<file path="src/rtl/tin_filter.sv">
// tin_filter: timer input conditioning for one capture channel.
// Two-flop synchroniser, prescaled N-consecutive-sample glitch filter,
// filtered level output and single-cycle rise/fall/capture pulses.
// Optional macro TIN_GLITCH_CNT_EN adds a saturating rejected-glitch
// counter (glitch_cnt) with a clear input (glitch_clr).
module tin_filter #(
  parameter int PSC_BITS = 8,
  parameter int FN_BITS  = 4
) (
  input  logic                clk,
  input  logic                rst,
  input  logic                t_in,
  input  logic                en,
  input  logic [PSC_BITS-1:0] fdiv,
  input  logic [FN_BITS-1:0]  fn,
  input  logic [1:0]          edge_sel,
`ifdef TIN_GLITCH_CNT_EN
  input  logic                glitch_clr,
  output logic [7:0]          glitch_cnt,
`endif
  output logic                t_filt,
  output logic                rise_pulse,
  output logic                fall_pulse,
  output logic                cap_evt
);

  logic                sync1_q, sync2_q;
  logic [PSC_BITS-1:0] div_cnt_q, div_cnt_d;
  logic [FN_BITS-1:0]  run_cnt_q, run_cnt_d;
  logic                t_filt_q, t_filt_d;
  logic                rise_q, rise_d;
  logic                fall_q, fall_d;
  logic                cap_q, cap_d;

  logic                tick;
  logic                differ;
  logic                accept;
  logic                glitch_evt;
  logic [FN_BITS-1:0]  fn_eff;
  logic [FN_BITS:0]    run_inc;

  // A sample tick is due once the divider reaches (or has passed) fdiv;
  // the >= compare recovers immediately when fdiv is lowered mid-count.
  assign tick    = en && (div_cnt_q >= fdiv);
  assign fn_eff  = (fn == '0) ? FN_BITS'(1) : fn;
  assign run_inc = {1'b0, run_cnt_q} + (FN_BITS + 1)'(1);
  assign differ  = (sync2_q != t_filt_q);
  // A new level is accepted when the run of differing samples is long enough.
  // Comparing against the live fn lets a lowered fn take effect at once.
  assign accept  = tick && differ && (run_inc >= {1'b0, fn_eff});
  // A run cut short by a matching sample is a rejected glitch.
  assign glitch_evt = tick && !differ && (run_cnt_q != '0);

  // Next-state logic for divider, run counter, level and edge pulses.
  always_comb begin
    div_cnt_d = div_cnt_q;
    run_cnt_d = run_cnt_q;
    t_filt_d  = t_filt_q;
    rise_d    = 1'b0;
    fall_d    = 1'b0;
    cap_d     = 1'b0;
    if (!en) begin
      div_cnt_d = '0;
      run_cnt_d = '0;
    end else begin
      div_cnt_d = tick ? '0 : div_cnt_q + PSC_BITS'(1);
      if (tick) begin
        if (!differ) begin
          run_cnt_d = '0;
        end else if (accept) begin
          run_cnt_d = '0;
          t_filt_d  = sync2_q;
          rise_d    = sync2_q;
          fall_d    = !sync2_q;
        end else begin
          run_cnt_d = run_inc[FN_BITS-1:0];
        end
      end
    end
    cap_d = (rise_d & edge_sel[0]) | (fall_d & edge_sel[1]);
  end

  // Two-flop synchroniser for the asynchronous pin; independent of en.
  always_ff @(posedge clk) begin
    if (rst) begin
      sync1_q <= 1'b0;
      sync2_q <= 1'b0;
    end else begin
      sync1_q <= t_in;
      sync2_q <= sync1_q;
    end
  end

  // Sample divider and consecutive-sample run counter.
  always_ff @(posedge clk) begin
    if (rst) begin
      div_cnt_q <= '0;
      run_cnt_q <= '0;
    end else begin
      div_cnt_q <= div_cnt_d;
      run_cnt_q <= run_cnt_d;
    end
  end

  // Filtered level and its registered edge/capture pulses, updated together
  // so each pulse is high in the first cycle the new level is visible.
  always_ff @(posedge clk) begin
    if (rst) begin
      t_filt_q <= 1'b0;
      rise_q   <= 1'b0;
      fall_q   <= 1'b0;
      cap_q    <= 1'b0;
    end else begin
      t_filt_q <= t_filt_d;
      rise_q   <= rise_d;
      fall_q   <= fall_d;
      cap_q    <= cap_d;
    end
  end

  assign t_filt     = t_filt_q;
  assign rise_pulse = rise_q;
  assign fall_pulse = fall_q;
  assign cap_evt    = cap_q;

`ifdef TIN_GLITCH_CNT_EN
  logic [7:0] glitch_cnt_q;

  // Saturating count of rejected glitches; clear wins over increment.
  always_ff @(posedge clk) begin
    if (rst) begin
      glitch_cnt_q <= 8'd0;
    end else if (glitch_clr) begin
      glitch_cnt_q <= 8'd0;
    end else if (glitch_evt && (glitch_cnt_q != 8'hFF)) begin
      glitch_cnt_q <= glitch_cnt_q + 8'd1;
    end
  end

  assign glitch_cnt = glitch_cnt_q;
`else
  logic unused_glitch;
  assign unused_glitch = glitch_evt;
`endif

endmodule
</file>
<file path="config.mk">
export PLATFORM = sky130hd
export DESIGN_NAME = tin_filter
export DESIGN_NICKNAME = d
export VERILOG_FILES = /design/src/rtl/tin_filter.sv
export SDC_FILE = /design/constraint.sdc
export NUM_CORES = 1
export LEC_CHECK = 0
export CORE_MARGIN = 8
export CORE_UTILIZATION = 35
export DETAILED_ROUTE_END_ITERATION = 7
export HOLD_SLACK_MARGIN = 0.08
export PLACE_DENSITY = 0.64
export RECOVER_POWER = 50
export SLEW_MARGIN = 20
export SYNTH_ARGS = -nofsm -noshare
export SYNTH_HDL_FRONTEND = slang
export SYNTH_SLANG_ARGS = --single-unit
</file>
<file path="constraint.sdc">
create_clock -name clk -period 2.43 [get_ports clk]
set_clock_uncertainty 0.15 [all_clocks]
set_input_delay 0.243 -clock clk [delete_from_list [all_inputs] [get_ports clk]]
set_output_delay 0.243 -clock clk [all_outputs]
set_load 0.01 [all_outputs]
</file>
; ---- Word level (Yosys, flattened, before mapping)
; Cells that the tools add are included.
[classes]
n_addsub = 2
n_lt_le_gt_ge = 2
n_eq_ne = 1
n_mux = 11
n_bitwise = 4
n_reduce_logical = 8
[ops]
columns = operator, count
row1 = 4-bit two-way mux, 3
row2 = "8-bit by 1-bit adder with 8-bit output, second input constant", 1
row3 = 8-bit >= comparator, 1
row4 = 1-bit two-way mux, 8
row5 = "4-bit by 1-bit adder with 5-bit output, second input constant", 1
row6 = 5-bit by 4-bit >= comparator with 1-bit output, 1
row7 = 4-bit logical NOT, 1
row8 = 4-bit AND reduction, 1
row9 = 1-bit logical AND, 3
row10 = 3-bit OR reduction, 1
row11 = 1-bit bitwise AND, 2
row12 = 2-bit OR reduction, 1
row13 = 1-bit logical NOT, 1
row14 = 1-bit != test, 1
row15 = 1-bit NOT, 1
row16 = 1-bit bitwise OR, 1
[word_totals]
reg_bits = 18
inputBits = 18
out_inout_bits = 4

; ---- Depth between registers and ports, before layout
; Gate-level depths: netlist of the first run.
[depth]
word_depth = 10
mapped_depth = 8
depth_no_buf = 8

; ---- Worst setup path after synthesis of the first run
; OpenSTA, ideal clock, no wires.
[synth_path]
path_type = flip-flop to flip-flop
startpoint = reg run_cnt_q[0]
endpoint = reg run_cnt_q[3]
setup_ns = 0.070
arrival_time_ns = 1.831
required_time_ns = 2.210
setup_slack_ns = 0.379
path_stages_with_launch = 8
n_path_buf = 0
period_less_slack_ns = 2.051
cell_sequence = dfxtp_1 -> ha_1 -> xor2_1 -> ha_1 -> o21ai_0 -> o211ai_2 -> or3b_1 -> a21oi_1
[synth_via]
elab_chain_len = 5
[synth_lines]
columns = item, line_no
row1 = from (decl), 29  ; logic [FN_BITS-1:0] run_cnt_q, run_cnt_d;
row2 = from (signal assigned), 101  ; run_cnt_q <= run_cnt_d;
row3 = 4-bit by 1-bit adder with 5-bit output *, 46  ; assign run_inc = {1'b0, run_cnt_q} + (FN_BITS + 1)'(1);
row4 = 5-bit by 4-bit >= comparator with 1-bit output, 50  ; assign accept = tick && differ && (run_inc >= {1'b0, fn_eff});
row5 = 1-bit logical AND, 50
row6 = 4-bit two-way mux *, 70  ; end else if (accept) begin
row7 = 4-bit two-way mux *, 68  ; if (!differ) begin
; Every way passes the cells marked *; elsewhere a longest branch is shown, timed or not.
; A chain may end at the register's enable or synchronous reset.

; ---- Final worst setup path of the first run
[layout_path]
startpoint = in fn[3]
endpoint = reg run_cnt_q[3]
[layout_via]
elab_chain_len = 6
[layout_lines]
columns = item, line_no
row1 = from (decl), 15  ; input logic [FN_BITS-1:0] fn,
row2 = 4-bit logical NOT, 45  ; assign fn_eff = (fn == '0) ? FN_BITS'(1) : fn;
row3 = 4-bit two-way mux *, 45
row4 = 5-bit by 4-bit >= comparator with 1-bit output *, 50
row5 = 1-bit logical AND *, 50
row6 = 4-bit two-way mux *, 70
row7 = 4-bit two-way mux *, 68
; Marked as above.

==> summary.md, run 1 <==
| Metric | Value |
|---|---|
| Outcome | finished clean |
| Min-Delay Path Class | reg2reg |
| Post-Syn Instances | 117 |
| Mapped Area | 0.00107 mm² |
| Gr ovfl total | 0 |
| Wirelength per Cell | 11.6 µm |
| Initial antenna violation count | 0 |
| Slew HR | between 70% and 80% |
| Worst hold path stage count | 1 |
| TNS Setup | 0 ns |
| Placed Area | 0.00134 mm² |
| Slowest CP cell | clkdlybuf4s50_1 |
| Row cnt | 20 |
| Port bufs | 21 |
| Largest delay share family, worst path | compound AO/OA/AOI/OAI gates |
| Worst r2r src | run_cnt_q[0]$_SDFFE_PP0N_ |
| Top cell type by total area after synthesis | dfxtp_1 |
| Via count | 895 |
| CTS Buf Count | 3 |
| Die width | 71.2 µm |
| DP HPWL | 1760 µm |
| DR top layer | met4 |
| DRT Wirelength | 2070 µm |
| Post-CTS Hold Buffers | 0 |
| Layout cells sized above 1 | 8.97% |
| Via-to-Cell Ratio | 5.03 |
| Simple-Gate Fraction of Synth Area | between 20% and 30% |
| Htree depth | 1 |
| Final hold violations | 0 |
| Critical path peak fanout | 3 |
| Main synth FF type | dfxtp_1 |
| WP buf/inv | 2 |
| Worst-case hold path end point | sync2_q$_SDFF_PP0_ |
| Flop-to-flop setup slack | approximately 0.27 ns |
| Synth warnings | 0 |
| Crit path launch type | input pin |
| Critical path arrival | 2.34 ns |
| Core area | 0.00298 mm² |
| Crit-path cells | clkdlybuf4s50_1 -> inv_1 -> a31o_2 -> ha_1 -> nand2b_4 -> a211oi_4 -> o211ai_2 -> or3b_1 -> a21oi_1 |
| Largest family of logic cells by synthesized area | simple AND/OR/NAND/NOR gates |
| Met2 wire len | around 1100 µm |
| Worst R2R End | run_cnt_q[3]$_SDFFE_PP0N_ |
| Initial DRC count | 17 |
| P_leak | 0.585 nW |
| Clock root buffer | clkbuf_4 |
| Post-cts gate resize count | 0 |
| Diode count | 0 |
| First-pass GRT wire length | 3640 µm |
| Synth Register Bits | 18 |
| Main area contributors after synthesis | dfxtp_1 (34%), ha_1 (16%), inv_1 (4.2%) |
| Xor/xnor cell area share of the yosys netlist | about 8.1% |
| Post-synth cell types | 33 |
| Synth Area in Compound Gates | 13.0% |
| Vias in the first global route | 900 |
| Syn Area/Cell | 9.11 µm² |
| Count leader, synth | dfxtp_1 |
| Fin. max-slew vios | 0 |
| DRT Pass-1 Iters | 4 |
| Largest net degree at the start of global routing | 11 |
| Syn_nets | 149 |
| Nets@finish | 178 |
| Max Cap Viol | 0 |
| Endpoints failing setup | 0 |
| Post-Synth Adder-Cell Area | between 10% and 20% |
| WP data required | 2.51 ns |
| Async S/R FF share, synth | 0% |
| Max VDD drop | 0.000236 V |
| Total length of routed met3 wires | 111 µm |
| Part of the cycle the worst path needs | 92.9% |
| Worst-skew pair later-pin latency | 0.29 ns |
| Area delta synth->final | 28.8% |
| WS Path Type | in2reg |
| CP peak stage delay | 0.46 ns |
| Placer Congestion | 0.839 |
| Highest clock rate | 443 MHz |
| Deepest clock path buffer count | 2 |
| Area fraction of the dominant cell type after synthesis | 33.8% |
| Initial core utilization | 35.8% |
| Wire length on met1 | approximately 870 µm |
| DRC Markers | 0 |
| Hold Startpoint | sync1_q$_SDFF_PP0_ |
| Tightest Pin Transition | roughly 0.34 ns |
| Final ANT Viol Nets | 0 |
| Ports | 22 |
| Setup bufs post-CTS | 0 |
| Seq/Total Area, Yosys | 33.8% |
| R2R cell count | 7 |
| Crit. Startpoint | fn[3] |
| GRT Util Overall | about 8.6% |
| CTS sink cnt | 18 |
| Setup repair after global routing missed its margin | no |
| Final min period | roughly 2.3 ns |
| Clock tree from TritonCTS | built |
| Commonest cells post-synth | dfxtp_1 (18), ha_1 (14), inv_1 (12) |
| Fin area | 0.00137 mm² |
| Post-synthesis mux area share | 0.939% |
| Pwr Total | 546 µW |
| Clock transition at path regs | 0.10 ns |
| Pwr Density | 398 mW/mm² |
| Die height | 71.2 µm |
| Die area | between 0.005 and 0.006 mm² |
| CP Capture Type | flip-flop |
| EDFF count, synth | 0 |
sequential cells by signal, indices dropped and copies added (netlist names):
name	flops
div_cnt_q	8
run_cnt_q	4
cap_evt	1
fall_pulse	1
rise_pulse	1
sync1_q	1
sync2_q	1
t_filt	1
cell type report:
class	instances	area, µm²
Sequential cell	18	360
Tap cell	33	41.3
Clock buffer	4	36.3
Multi-Input combinational cell	86	649
Fill cell	310	1610
Timing Repair Buffer	25	240
Inverter	12	45.0
cell usage in the layout, fill, tap and decap left out, drive strengths merged, types with 5 or more instances in the layout:
| cell | netlist | layout |
|---|---|---|
| dfxtp | 18 | 18 |
| inv | 12 | 12 |
| clkdlybuf4s50 | 0 | 15 |
| ha | 14 | 14 |
| dlygate4sd3 | 0 | 6 |
| xor2 | 5 | 5 |
| nand2 | 8 | 8 |
| a21oi | 7 | 7 |
| nor2 | 10 | 10 |
power by group:
group          total, mW  internal, mW  switching [mW]
Clock              0.178        0.0912          0.0870
Combinational     0.0668        0.0419          0.0249
Sequential         0.301         0.298         0.00282
Total              0.546         0.431           0.115
metal layers:
layer	GRT usage (%)	vias to the layer above
met5	0	-
met4	2.31	0
met3	2.68	5
met2	15.8	23
met1	9.02	412
li1	-	455
worst max path at each step:
| stage | cells past startpoint | endpoint |
|---|---|---|
| 2_1_floorplan | 7 | run_cnt_q[3]$_SDFFE_PP0N_ |
| 3_3_place_gp | 9 | run_cnt_q[3]$_SDFFE_PP0N_ |
| 3_5_place_dp | 9 | run_cnt_q[3]$_SDFFE_PP0N_ |
| 4_1_cts | 7 | run_cnt_q[3]$_SDFFE_PP0N_ |
| 5_1_grt | 7 | run_cnt_q[2]$_SDFFE_PP0N_ |
| 6_report | 9 | run_cnt_q[3]$_SDFFE_PP0N_ |
kinds of logic (layout without fill, tap and decap cells):
family	count (synthesis)	count (layout)
XOR/XNOR	9	9
AND/OR/NAND/NOR	43	43
buffers and inverters	13	41
AO/OA/AOI/OAI	19	19
multiplexers	1	1
flip-flops	18	18
adder cells (fa/ha/maj)	14	14
per-stage QoR:
step / hold slack, ns / util (%) / worst slack (ns) / instances
floorplan: 0.165 / - / 0.379 / 117
global placement: 0.273 / 45.0 / -0.0602 / 174
detailed placement: 0.280 / 45.0 / -0.128 / 174
CTS: 0.305 / 46.2 / 0.162 / 178
global route: 0.320 / 46.1 / 0.0679 / 178
finish: 0.298 / 46.1 / 0.171 / 178
(Power assumes the default switching activity.)
==> run 2, diff against run 1 <==
- ABC_CLOCK_PERIOD_IN_PS: unset -> 2430
- CTS_BUF_LIST: unset -> sky130_fd_sc_hd__clkbuf_2 sky130_fd_sc_hd__clkbuf_4 sky130_fd_sc_hd__clkbuf_8
==> results of run 2 <==
The final DEF is identical to that of run 1; final timing and power are the same.
